**src/rtl/muldiv_seq_pkg.sv**
```systemverilog
// rtl/muldiv_seq_pkg.sv - shared encodings for the multiply/divide sequencer
//   state_t   : sequencer states
//   OP_*      : operation select encoding on the op input
//   ALU_*     : function codes driven on alu_af while the sequencer owns the ALU
package muldiv_seq_pkg;

    typedef enum logic [2:0] {
        ST_IDLE    = 3'd0,
        ST_MUL     = 3'd1,
        ST_DIV_CMP = 3'd2,
        ST_DIV_SUB = 3'd3,
        ST_DONE    = 3'd4
    } state_t;

    localparam logic OP_MULTU = 1'b0;
    localparam logic OP_DIVU  = 1'b1;

    localparam logic [3:0] ALU_NONE = 4'b0000;
    localparam logic [3:0] ALU_ADDU = 4'b0001;
    localparam logic [3:0] ALU_SUBU = 4'b0011;
    localparam logic [3:0] ALU_SLTU = 4'b1011;

endpackage

```
**src/rtl/muldiv_seq.sv**
```systemverilog
// rtl/muldiv_seq.sv - multi-cycle unsigned MULTU/DIVU sequencer driving the shared ALU
//   clk, reset        : clock, asynchronous active-high reset
//   start, op, a, b   : request (sampled in IDLE), 0 = MULTU / 1 = DIVU, operands
//   busy, done        : non-IDLE indicator, one-cycle completion pulse
//   hi, lo            : product high/low or remainder/quotient, held until next completion
//   alu_own           : execute mux select for the ALU operand ports below
//   alu_a, alu_b      : ALU operands (0 when not owning)
//   alu_af, alu_i     : ALU function code, immediate select (always 0)
//   alu_res           : combinational ALU result
module muldiv_seq
    import muldiv_seq_pkg::*;
#(
    parameter int n = 32
) (
    input  logic         clk,
    input  logic         reset,
    input  logic         start,
    input  logic         op,
    input  logic [n-1:0] a,
    input  logic [n-1:0] b,
    output logic         busy,
    output logic         done,
    output logic [n-1:0] hi,
    output logic [n-1:0] lo,
    output logic         alu_own,
    output logic [n-1:0] alu_a,
    output logic [n-1:0] alu_b,
    output logic [3:0]   alu_af,
    output logic         alu_i,
    input  logic [n-1:0] alu_res
);

    localparam logic [5:0] CNT_LAST = 6'(n - 1);

    state_t       state_q, state_d;
    logic [5:0]   cnt_q, cnt_d;
    // acc: P_hi for multiply, partial remainder R for divide
    // sh : P_lo (multiplier) for multiply, quotient/dividend Q for divide
    // opd: multiplicand M for multiply, divisor D for divide
    logic [n-1:0] acc_q, acc_d;
    logic [n-1:0] sh_q, sh_d;
    logic [n-1:0] opd_q, opd_d;
    logic [n-1:0] hi_q, hi_d;
    logic [n-1:0] lo_q, lo_d;

    logic         last_iter;
    logic [n-1:0] div_shift;
    logic [n-1:0] sum;
    logic         carry;

    assign last_iter = (cnt_q == CNT_LAST);
    // Next partial remainder: R shifted left with the next dividend bit brought in.
    assign div_shift = {acc_q[n-2:0], sh_q[n-1]};

    always_ff @(posedge clk or posedge reset) begin
        if (reset) begin
            state_q <= ST_IDLE;
            cnt_q   <= '0;
            acc_q   <= '0;
            sh_q    <= '0;
            opd_q   <= '0;
            hi_q    <= '0;
            lo_q    <= '0;
        end else begin
            state_q <= state_d;
            cnt_q   <= cnt_d;
            acc_q   <= acc_d;
            sh_q    <= sh_d;
            opd_q   <= opd_d;
            hi_q    <= hi_d;
            lo_q    <= lo_d;
        end
    end

    always_comb begin
        state_d = state_q;
        cnt_d   = cnt_q;
        acc_d   = acc_q;
        sh_d    = sh_q;
        opd_d   = opd_q;
        hi_d    = hi_q;
        lo_d    = lo_q;
        alu_a   = '0;
        alu_b   = '0;
        alu_af  = ALU_NONE;
        sum     = '0;
        carry   = 1'b0;

        case (state_q)
            ST_IDLE: begin
                if (start) begin
                    cnt_d = '0;
                    acc_d = '0;
                    if (op == OP_MULTU) begin
                        sh_d    = b;
                        opd_d   = a;
                        state_d = ST_MUL;
                    end else if (b == '0) begin
                        hi_d    = a;
                        lo_d    = '1;
                        state_d = ST_DONE;
                    end else begin
                        sh_d    = a;
                        opd_d   = b;
                        state_d = ST_DIV_CMP;
                    end
                end
            end

            ST_MUL: begin
                if (sh_q[0]) begin
                    alu_a  = acc_q;
                    alu_b  = opd_q;
                    alu_af = ALU_ADDU;
                    sum    = alu_res;
                    // The ALU has no carry-out; an unsigned wrap shows as sum < addend.
                    carry  = (sum < acc_q);
                end else begin
                    sum    = acc_q;
                end
                acc_d = {carry, sum[n-1:1]};
                sh_d  = {sum[0], sh_q[n-1:1]};
                cnt_d = cnt_q + 6'd1;
                if (last_iter) begin
                    hi_d    = acc_d;
                    lo_d    = sh_d;
                    state_d = ST_DONE;
                end
            end

            ST_DIV_CMP: begin
                alu_a  = div_shift;
                alu_b  = opd_q;
                alu_af = ALU_SLTU;
                acc_d  = div_shift;
                sh_d   = {sh_q[n-2:0], 1'b0};
                // A bit shifted out of R means the true remainder exceeds 2^n > D.
                if (acc_q[n-1] || !alu_res[0]) begin
                    state_d = ST_DIV_SUB;
                end else begin
                    cnt_d = cnt_q + 6'd1;
                    if (last_iter) begin
                        hi_d    = acc_d;
                        lo_d    = sh_d;
                        state_d = ST_DONE;
                    end
                end
            end

            ST_DIV_SUB: begin
                // Modulo-2^n subtract is exact even when the shifted-out bit was set.
                alu_a  = acc_q;
                alu_b  = opd_q;
                alu_af = ALU_SUBU;
                acc_d  = alu_res;
                sh_d   = {sh_q[n-1:1], 1'b1};
                cnt_d  = cnt_q + 6'd1;
                if (last_iter) begin
                    hi_d    = acc_d;
                    lo_d    = sh_d;
                    state_d = ST_DONE;
                end else begin
                    state_d = ST_DIV_CMP;
                end
            end

            ST_DONE: begin
                state_d = ST_IDLE;
            end

            default: begin
                state_d = ST_IDLE;
            end
        endcase
    end

    assign busy    = (state_q != ST_IDLE);
    assign done    = (state_q == ST_DONE);
    assign alu_own = busy;
    assign alu_i   = 1'b0;
    assign hi      = hi_q;
    assign lo      = lo_q;

endmodule
```
**config.mk**
```make
export PLATFORM = sky130hd
export DESIGN_NAME = muldiv_seq
export DESIGN_NICKNAME = d
export VERILOG_FILES = /design/src/rtl/muldiv_seq_pkg.sv /design/src/rtl/muldiv_seq.sv
export SDC_FILE = /design/constraint.sdc
export NUM_CORES = 1
export LEC_CHECK = 0
export CORE_ASPECT_RATIO = 0.9
export CORE_MARGIN = 3
export CORE_UTILIZATION = 56
export DETAILED_ROUTE_END_ITERATION = 6
export GPL_TIMING_DRIVEN = 0
export PLACE_DENSITY = 0.84
export SYNTH_ARGS = -nofsm -noshare
export SYNTH_HDL_FRONTEND = slang
export SYNTH_SLANG_ARGS = --single-unit
```
**constraint.sdc**
```tcl
create_clock -name clk -period 13.56 [get_ports clk]
set_input_delay 1.356 -clock clk [delete_from_list [all_inputs] [get_ports clk]]
set_output_delay 1.356 -clock clk [all_outputs]
set_load 0.01 [all_outputs]
```
# Yosys cells after proc, flatten, opt, wreduce, memory -nomap -nowiden
# Cells that the tools add are included.
# W data, S select, Z words.
# word_totals
latch_bits,0
elab_cells,83
output_inout_bits,136
ram_bits,0
mem_count,0
in_bits,100
romBits,0
reg_bits,169
# classes
n_reduce_logical,16
mul,0
eq_ne,14
div_mod_pow,0
bitwise_logic,1
addsub,1
mux,42
n_lt_le_gt_ge,1
shift,0
# op_table
op,n
$mux W32,23
$pmux W32 S4,4
$pmux W32 S3,1
$pmux W32 S2,1
$logic_not A32 Y1,1
$lt A32 B32 Y1,1
$mux W3,6
$pmux W6 S3,1
$ne A2 B2 Y1 const B,8
$mux W6,2
$pmux W3 S4,1
$pmux W4 S3,1
$reduce_and A3 Y1,3
$reduce_bool A3 Y1,3
$reduce_and A8 Y1,1
$add A6 B1 Y6 const B,1
$eq A3 B2 Y1 const B,2
$eq A6 B5 Y1 const B,1
$reduce_and A4 Y1,1
$reduce_bool A4 Y1,1
$reduce_or A2 Y1,2
$eq A3 B1 Y1 const B,1
$eq A3 B3 Y1 const B,1
$logic_not A3 Y1,1
other kinds (6),7

# Longest topological paths before layout
# Gate-level depths: netlist (run 1).
# logic_depth
depth_word,5
ltp_mapped,10

# Worst setup path after synthesis (run 1)
# No wires, ideal clock.
# synth_path
kind,input port to flip-flop
start,in alu_res[30]
end,"reg hi_q[31], in the netlist hi[31]"
setup_slack_ns,10.583
n_path_buf,0
t_arrival_ns,2.845
cell_stages,6
setup_ns,0.132
cell_sequence,ha_1 > nand4_1 > or2_2 > or4_1 > o21ai_0 > a2bb2oi_1
# synth_between
elab_chain_cells,4
# synth_rtl
item,line_no,rtl
from (decl),muldiv_seq.sv:30,input logic [n-1:0] alu_res
$lt A32 B32 Y1,muldiv_seq.sv:117,carry = (sum < acc_q);
$mux W1,muldiv_seq.sv:111,if (sh_q[0]) begin
$mux W32,muldiv_seq.sv:124,if (last_iter) begin
$pmux W32 S4,muldiv_seq.sv:89,case (state_q)
to (signal assigned),muldiv_seq.sv:70,hi_q <= hi_d;
to (decl),muldiv_seq.sv:43,"logic [n-1:0] hi_q, hi_d;"
# Every way passes these cells. The select of a mux whose other input is x is not followed.
# A chain may end at the register's enable or synchronous reset.

# Final worst setup path (run 1)
# layout_path
start,reg state_q[0]
end,out alu_b[28]
# layout_between
elab_chain_cells,3
elab_cells_between_ends,5
classes_between,eq/ne (3); mux (1); reduce/logical (1)
# layout_rtl
item,line_no,rtl
from (decl),muldiv_seq.sv:35,"state_t state_q, state_d;"
from (signal assigned),muldiv_seq.sv:65,state_q <= state_d;
$eq A3 B2 Y1,muldiv_seq.sv:89,
$reduce_or A2 Y1 (no source line),-,
$pmux W32 S2 *,muldiv_seq.sv:89,
to (decl),muldiv_seq.sv:27,"output logic [n-1:0] alu_b,"
# Every way passes the cells marked *; elsewhere a longest branch is shown, timed or not.

==> out/metrics.yaml, run 1 <==
run_status:
  status: "complete, no violations"
setup_path:
  crit_type: "register to primary output"
  arrival_ns: 3.28
  slowest_stage: "clkdlybuf4s50_1"
  path_cells: "buf_4, buf_4, buf_2, a21oi_1, nor2_1, clkbuf_1, and2_1, clkdlybuf4s50_1"
  critical_path.most_common_cell: "buf_4"
  endpoint_kind: "primary output"
  max_stage_delay_ns: 0.54
  startpoint_type: "register"
  required_ns: 12.20
  cp_max_fo: 10
detailed_routing:
  avgViaCountPerCell: 6.17
  ant_nets: 0
  wirelength_um: 37400
  drt_iter0_markers: 1071
  dr.pass1.iters: 5
  drcViolationCount: 0
  wl_per_cell_um: 21.4
  vias: 10800
place:
  numPortBuffers: 232
  dp_hpwl_um: 28300
  gp_congestion: 0.977
cts:
  clkLatencyLatePin_ns: 0.44
  cts_inserted_buffers: 17
  htree_num_levels: 4
  clk_transition_reported_paths_ns: 0.07
  cts_root_buf: "clkbuf_16"
  holdBufCountCts: 0
  cts_tree: "built"
  clock-sinks: 169
  cts_buffer_depth: 2
  postCtsSetupBuffers: 0
  cts-resized-gates: 0
synthesis:
  yosys_warnings: 0
  syn_avg_cell_area_sq_um: 8.56
  ys_seq_area_frac: 0.398
  synth-seq-cells: 169
  syn-instance-count: 1241
  ys_types: 55
  syn_area_sq_um: 10600
cells_and_area:
  drive_above_1_share: 0.0849
  diodes: 0
  syn_to_final_growth_pct: 30.5
  nets: 1626
  finish.utilization: 0.748
power_and_ir_drop:
  p_leak_nw: 6.43
  ir_drop_uv: 150
  power.density_nw_per_um2: 255
sta:
  relSlewSlack: 0.464
  grt_setup_unrepaired: "false"
  slew_violations: 0
  final.setup.tns_ns: 0
  setup_viol: 0
  finalHoldViolCount: 0
  fmax_ghz: 0.216
  worst_pin_slew_ns: 0.804
  fin_crit_ns: 4.63
  skew_ns: 0.0101
  fin_crit_sh: 0.342
floorplanning:
  initial_core_util: 0.573
  die_w_um: 151
  fp.dieH_um: 137
  dieArea_sq_um: 20700
  ios: 236
  placementRows: 47
  core_area_sq_um: 18500
global_routing:
  grt_pass1_wl_um: 57000
  grt_pass1_vias: 10200
  grt_max_degree: 110
  grt.total_usage: 0.360
  gr-total-overflow: 0
  antenna_found_initial: 0
min_path:
  hold_path.class: "register to register"
job:
  cap_violations: 0
-- cell families after synthesis --
group                    Yosys count  synth area share
other                              1          0.000353
buffers and inverters            167            0.0697
flip-flops                       169             0.398
XOR/XNOR                           4           0.00330
AO/OA/AOI/OAI                    447             0.253
multiplexers                     100             0.104
AND/OR/NAND/NOR                  321             0.134
adder cells (fa/ha/maj)           32            0.0377
-- where the power goes --
group,internal (W),leakage [nW],switching (W)
combinational,0.000921,4.05,0.00117
clock,0.000264,0.275,0.000229
sequential,0.000758,2.10,0.000198
-- area by class of cell --
class	instances	area (sq um)
plain buffers	100	489
clock buffers	19	443
clock inverters	13	133
fillers	1451	4660
inverters	67	259
multi-input cells	906	5650
flip-flops and latches	169	4230
well taps	245	307
repair buffers	233	2350
-- cell usage in the layout (no fill, tap or decap), drive strengths merged, types with 2 or more instances in the layout --
cell             n
a211oi           2
a21o            65
a21oi          141
a22o            32
a22oi           32
a31oi            2
and2            34
buf             58
clkbuf          62
clkdlybuf4s50  232
clkinv           2
clkinvlp         3
conb             2
dfrtp          169
ha              32
inv             74
mux2            34
mux2i           66
nand2          195
nand2b           3
nand3            6
nand4           10
nor2            46
nor2b            7
nor3             4
nor4             9
o21ai          162
xor2             4
-- synthesized netlist by cell type (all sizes together) --
library cell | instances | area [sq um]
nand2 | 195 | 732
dfrtp | 169 | 4230
o21ai | 162 | 818
a21oi | 141 | 717
inv | 67 | 251
mux2i | 66 | 661
a21o | 65 | 488
buf | 57 | 327
nor2 | 46 | 175
clkbuf | 43 | 163
and2 | 34 | 213
mux2 | 34 | 443
a22o | 32 | 280
a22oi | 32 | 240
ha | 32 | 400
nand4 | 10 | 62.6
nor4 | 9 | 56.3
nor2b | 7 | 43.8
nand3 | 6 | 30.0
nor3 | 4 | 25.0
xor2 | 4 | 35.0
nand2b | 3 | 18.8
a211oi | 2 | 20.0
a31oi | 2 | 12.5
a2111o | 1 | 11.3
a2111oi | 1 | 27.5
a211o | 1 | 8.76
a21bo | 1 | 10.0
a221oi | 1 | 8.76
a2bb2oi | 1 | 8.76
and2b | 1 | 7.51
and3 | 1 | 6.26
and4 | 1 | 8.76
conb | 1 | 3.75
nor3b | 1 | 18.8
o211ai | 1 | 7.51
o21a | 1 | 7.51
o221ai | 1 | 8.76
o22ai | 1 | 6.26
o31ai | 1 | 7.51
or2 | 1 | 6.26
or2b | 1 | 7.51
or4 | 1 | 7.51
-- worst max-delay path, delay by kind of cell (launching register included) --
| kind | cells | cell delay, ns |
|---|---|---|
| flops | 1 | 0.40 |
| compound gates | 1 | 0.09 |
| buf+inv | 5 | 1.61 |
| simple gates | 2 | 0.74 |
-- path summary, 6_finish.rpt --
check                      cells past startpoint  startpoint        end  slack, ns
max                                            8  state_q[0]  alu_b[28]       8.93
min                                            2    opd_q[1]   opd_q[1]       0.47
max reg2reg                                    8    acc_q[2]     hi[31]      11.05
min reg2reg                                    2    opd_q[1]   opd_q[1]       0.47
max in group asynchronous                      3       reset   opd_q[7]      11.32
min in group asynchronous                      2       reset     lo[21]       1.35
-- per-layer routing --
layer	global-route usage	up-vias	routed length [um]
met1	0.520	5217	15800
met5	0	-	0
met2	0.540	677	16700
met3	0.0772	83	3790
met4	0.123	0	1180
li1	-	4829	-
-- sequential cells by signal, indices dropped and copies added, names as in the netlist --
name and cells:
cnt_q 6, state_q 3, acc_q 32, hi 32
lo 32, opd_q 32, sh_q 32
-- per-stage QoR --
step / total power (W) / hold slack, ns / instances / setup WS (ns) / cell area (sq um)
2_1_floorplan: 0.00219 / 0.442 / 1242 / 7.63 / 10600
3_3_place_gp: 0.00294 / 0.455 / 1719 / 5.37 / 13300
3_5_place_dp: 0.00300 / 0.462 / 1720 / 9.32 / 13300
4_1_cts: 0.00350 / 0.477 / 1752 / 9.00 / 13900
5_1_grt: 0.00376 / 0.500 / 1752 / 8.84 / 13900
6_report: 0.00354 / 0.474 / 1752 / 8.93 / 13900
Note: power is estimated with default switching activity, not from simulation.
==> run 2: changes to the inputs <==
--- a/config.mk
+++ b/config.mk
@@ -7,10 +7,10 @@
 export LEC_CHECK = 0
 export CORE_ASPECT_RATIO = 0.9
 export CORE_MARGIN = 3
-export CORE_UTILIZATION = 56
+export CORE_UTILIZATION = 52
 export DETAILED_ROUTE_END_ITERATION = 6
 export GPL_TIMING_DRIVEN = 0
-export PLACE_DENSITY = 0.84
+export PLACE_DENSITY = 0.79
 export SYNTH_ARGS = -nofsm -noshare
 export SYNTH_HDL_FRONTEND = slang
 export SYNTH_SLANG_ARGS = --single-unit
==> constraint.sdc (replaced) <==
create_clock -name clk -period 4.9 [get_ports clk]
set_input_delay 0.49 -clock clk [delete_from_list [all_inputs] [get_ports clk]]
set_output_delay 0.49 -clock clk [all_outputs]
set_load 0.01 [all_outputs]
==> run 2 against run 1 <==
  * Register-to-register slack got worse by 8.6 ns
  * Utilization decreased by 3.8 points
  * Wire length down 0.18%
  * Worst hold slack better by 0.00073 ns
  * Global-route usage is 2.6 points lower
  * First-iteration DRC count is 7.8% lower
  * Sequential share of layout area shrank 0.19 points
  * Final area grew 0.61%
  * Total power grew to 2.8 times the previous value
  * Setup slack got worse by 7.8 ns
  * Critical endpoint is now alu_b[27]
  * Largest power group unchanged
==> out/metrics.yaml, run 2 (synthesized netlist as in run 1, its figures left out) <==
setup_path:
  r2r_slack_ns: 2.45  # -8.60 ns
  startpoint_type: "register"
  endpoint_kind: "primary output"
  required_ns: 4.41  # -7.79 ns
  crit_type: "register to primary output"
  cp_max_fo: 10  # unchanged
  r2r.worst_path.cells: 8  # unchanged
  cp-endpoint: "alu_b[27]"
  r2r-end: "hi[31]"
  worstReg2RegStart: "acc_q[2]"
  arrival_ns: 3.25  # -0.03 ns
  startpoint: "state_q[0]"
sta:
  worst_pin_slew_ns: 0.802  # -0.00202 ns
  relSlewSlack: 0.465  # +0.00134
  skew_ns: 0.00791  # -0.00222 ns
  grt_setup_unrepaired: "false"
  fin_crit_ns: 3.74
  final.setup.tns_ns: 0  # unchanged
  finalHoldViolCount: 0  # unchanged
  fin_crit_sh: 0.763
  timing.hold.ws_ns: 0.475  # +0.000733 ns
  setup_viol: 0  # unchanged
  slew_violations: 0  # unchanged
  fmax_ghz: 0.268
floorplanning:
  core_area_sq_um: 19600  # +6.0%
  placementRows: 48  # +2.1%
  initial_core_util: 0.541  # -0.0325
  ios: 236  # unchanged
  dieArea_sq_um: 22200  # +7.4%
  die_w_um: 157  # +3.6%
  fp.dieH_um: 142  # +3.6%
global_routing:
  grt.total_usage: 0.334  # -0.0262
  grt_pass1_wl_um: 57900  # +1.5%
  grt_max_degree: 42  # -62%
  gr-total-overflow: 0  # unchanged
  grt_pass1_vias: 10300  # +1.1%
  antenna_found_initial: 0  # unchanged
detailed_routing:
  vias: 10700  # -0.62%
  ant_nets: 0  # unchanged
  wirelength_um: 37400  # -0.18%
  drcViolationCount: 0  # unchanged
  wl_per_cell_um: 21.2  # -0.63%
  drt_iter0_markers: 987  # -7.8%
  dr.pass1.iters: 6  # +1
  avgViaCountPerCell: 6.10  # -1.1%
job:
  cap_violations: 0  # unchanged
place:
  gp_congestion: 0.939  # -3.9%
  dp_cells: 1728  # +0.47%
  dp_hpwl_um: 28500  # +0.68%
  placedInstanceArea_sq_um: 13300  # +0.41%
  numPortBuffers: 232  # unchanged
power_and_ir_drop:
  p_leak_nw: 6.46  # +0.46%
  total_power_w: 0.00983  # +180%
  ir_drop_uv: 326  # +120%
  power.density_nw_per_um2: 705  # +180%
cts:
  clock-sinks: 169  # unchanged
  postCtsSetupBuffers: 0  # unchanged
  cts_buffer_depth: 2  # unchanged
  cts_tree: "built"
  cts_root_buf: "clkbuf_16"
  clk_transition_reported_paths_ns: 0.07  # about the same
  htree_num_levels: 4  # unchanged
  cts_inserted_buffers: 17  # unchanged
  clkLatencyLatePin_ns: 0.44  # about the same
  cts-resized-gates: 0  # unchanged
  holdBufCountCts: 0  # unchanged
cells_and_area:
  syn_to_final_growth_pct: 31.3
  mostFrequentLayoutCells: "clkdlybuf4s50_1 (232), nand2_1 (195), dfrtp_1 (169)"
  nets: 1629  # +0.18%
  fin_area_sq_um: 13900  # +0.61%
  instances_no_fill: 1760  # +0.46%
  drive_above_1_share: 0.0874  # +0.00248
  diodes: 0  # unchanged
  final_common_cell: "clkdlybuf4s50_1"
run_status:
  status: "complete, no violations"
min_path:
  hold_path.class: "register to register"
  holdPathStages: 2  # unchanged
==> run 2: final cells by class <==
cell class / count / area (sq um)
buffer: 100 / 489
clock buffer: 20 / 467
clock inverter: 12 / 139
fill: 1550 / 5690
inverter: 67 / 255
multi-input combinational: 906 / 5650
sequential: 169 / 4230
tap: 250 / 313
timing repair buffer: 236 / 2400
==> run 2: power by group <==
| part | leakage, nW | internal, W | switching (W) | total, W |
|---|---|---|---|---|
| Combinational | 4.07 | 0.00255 | 0.00323 | 0.00578 |
| Clock | 0.286 | 0.000798 | 0.000606 | 0.00140 |
| Sequential | 2.10 | 0.00210 | 0.000542 | 0.00264 |
| Total | 6.46 | 0.00545 | 0.00438 | 0.00983 |
==> run 2: worst max-delay path: stages (launching register included) <==
cell	delay (ns)
dfrtp_1	0.37
buf_4	0.21
buf_4	0.21
buf_2	0.23
a21oi_1	0.09
nor2_1	0.54
clkbuf_1	0.41
and2_1	0.22
clkdlybuf4s50_1	0.54
==> run 2: worst min-delay path by stage <==
| stage | endpoint | start |
|---|---|---|
| 3_3_place_gp | opd_q[27] | opd_q[27] |
| 2_1_floorplan | opd_q[0] | opd_q[0] |
| 3_5_place_dp | opd_q[2] | opd_q[2] |
| 4_1_cts | lo[19] | lo[19] |
| 5_1_grt | lo[21] | lo[21] |
| 6_report | opd_q[2] | opd_q[2] |
==> run 2: per-stage QoR <==
| step | utilization | worst slack [ns] |
|---|---|---|
| after detailed placement | 0.679 | 1.57 |
| after global placement | 0.675 | 0.765 |
| after global routing | 0.710 | 1.08 |
| after floorplan | - | 2.26 |
| final | 0.710 | 1.16 |
| after CTS | 0.710 | 1.22 |
==> run 2: routing by layer <==
layer / part of all wire / global-route usage
met3: 0.099 / 0.0784
met4: 0.028 / 0.102
met1: 0.43 / 0.476
met5: 0 / 0
met2: 0.44 / 0.508
==> run 3: changes to the inputs <==
==> constraint.sdc (replaced) <==
create_clock -name clk -period 3.71 [get_ports clk]
set_input_delay 0.371 -clock clk [delete_from_list [all_inputs] [get_ports clk]]
set_output_delay 0.371 -clock clk [all_outputs]
set_load 0.01 [all_outputs]
==> results of run 3 <==
Same layout as run 2 (identical final DEF). Status: complete, no violations.
Among the figures that moved: setup slack after placement 1.57 ns -> 0.497 ns; setup slack after layout 1.16 ns -> 0.0926 ns; hold slack 0.475 ns -> 0.380 ns; register-to-register setup slack 2.45 ns -> 1.26 ns; total power 0.00983 W -> 0.0130 W; worst IR drop on VDD 326 uV -> 431 uV
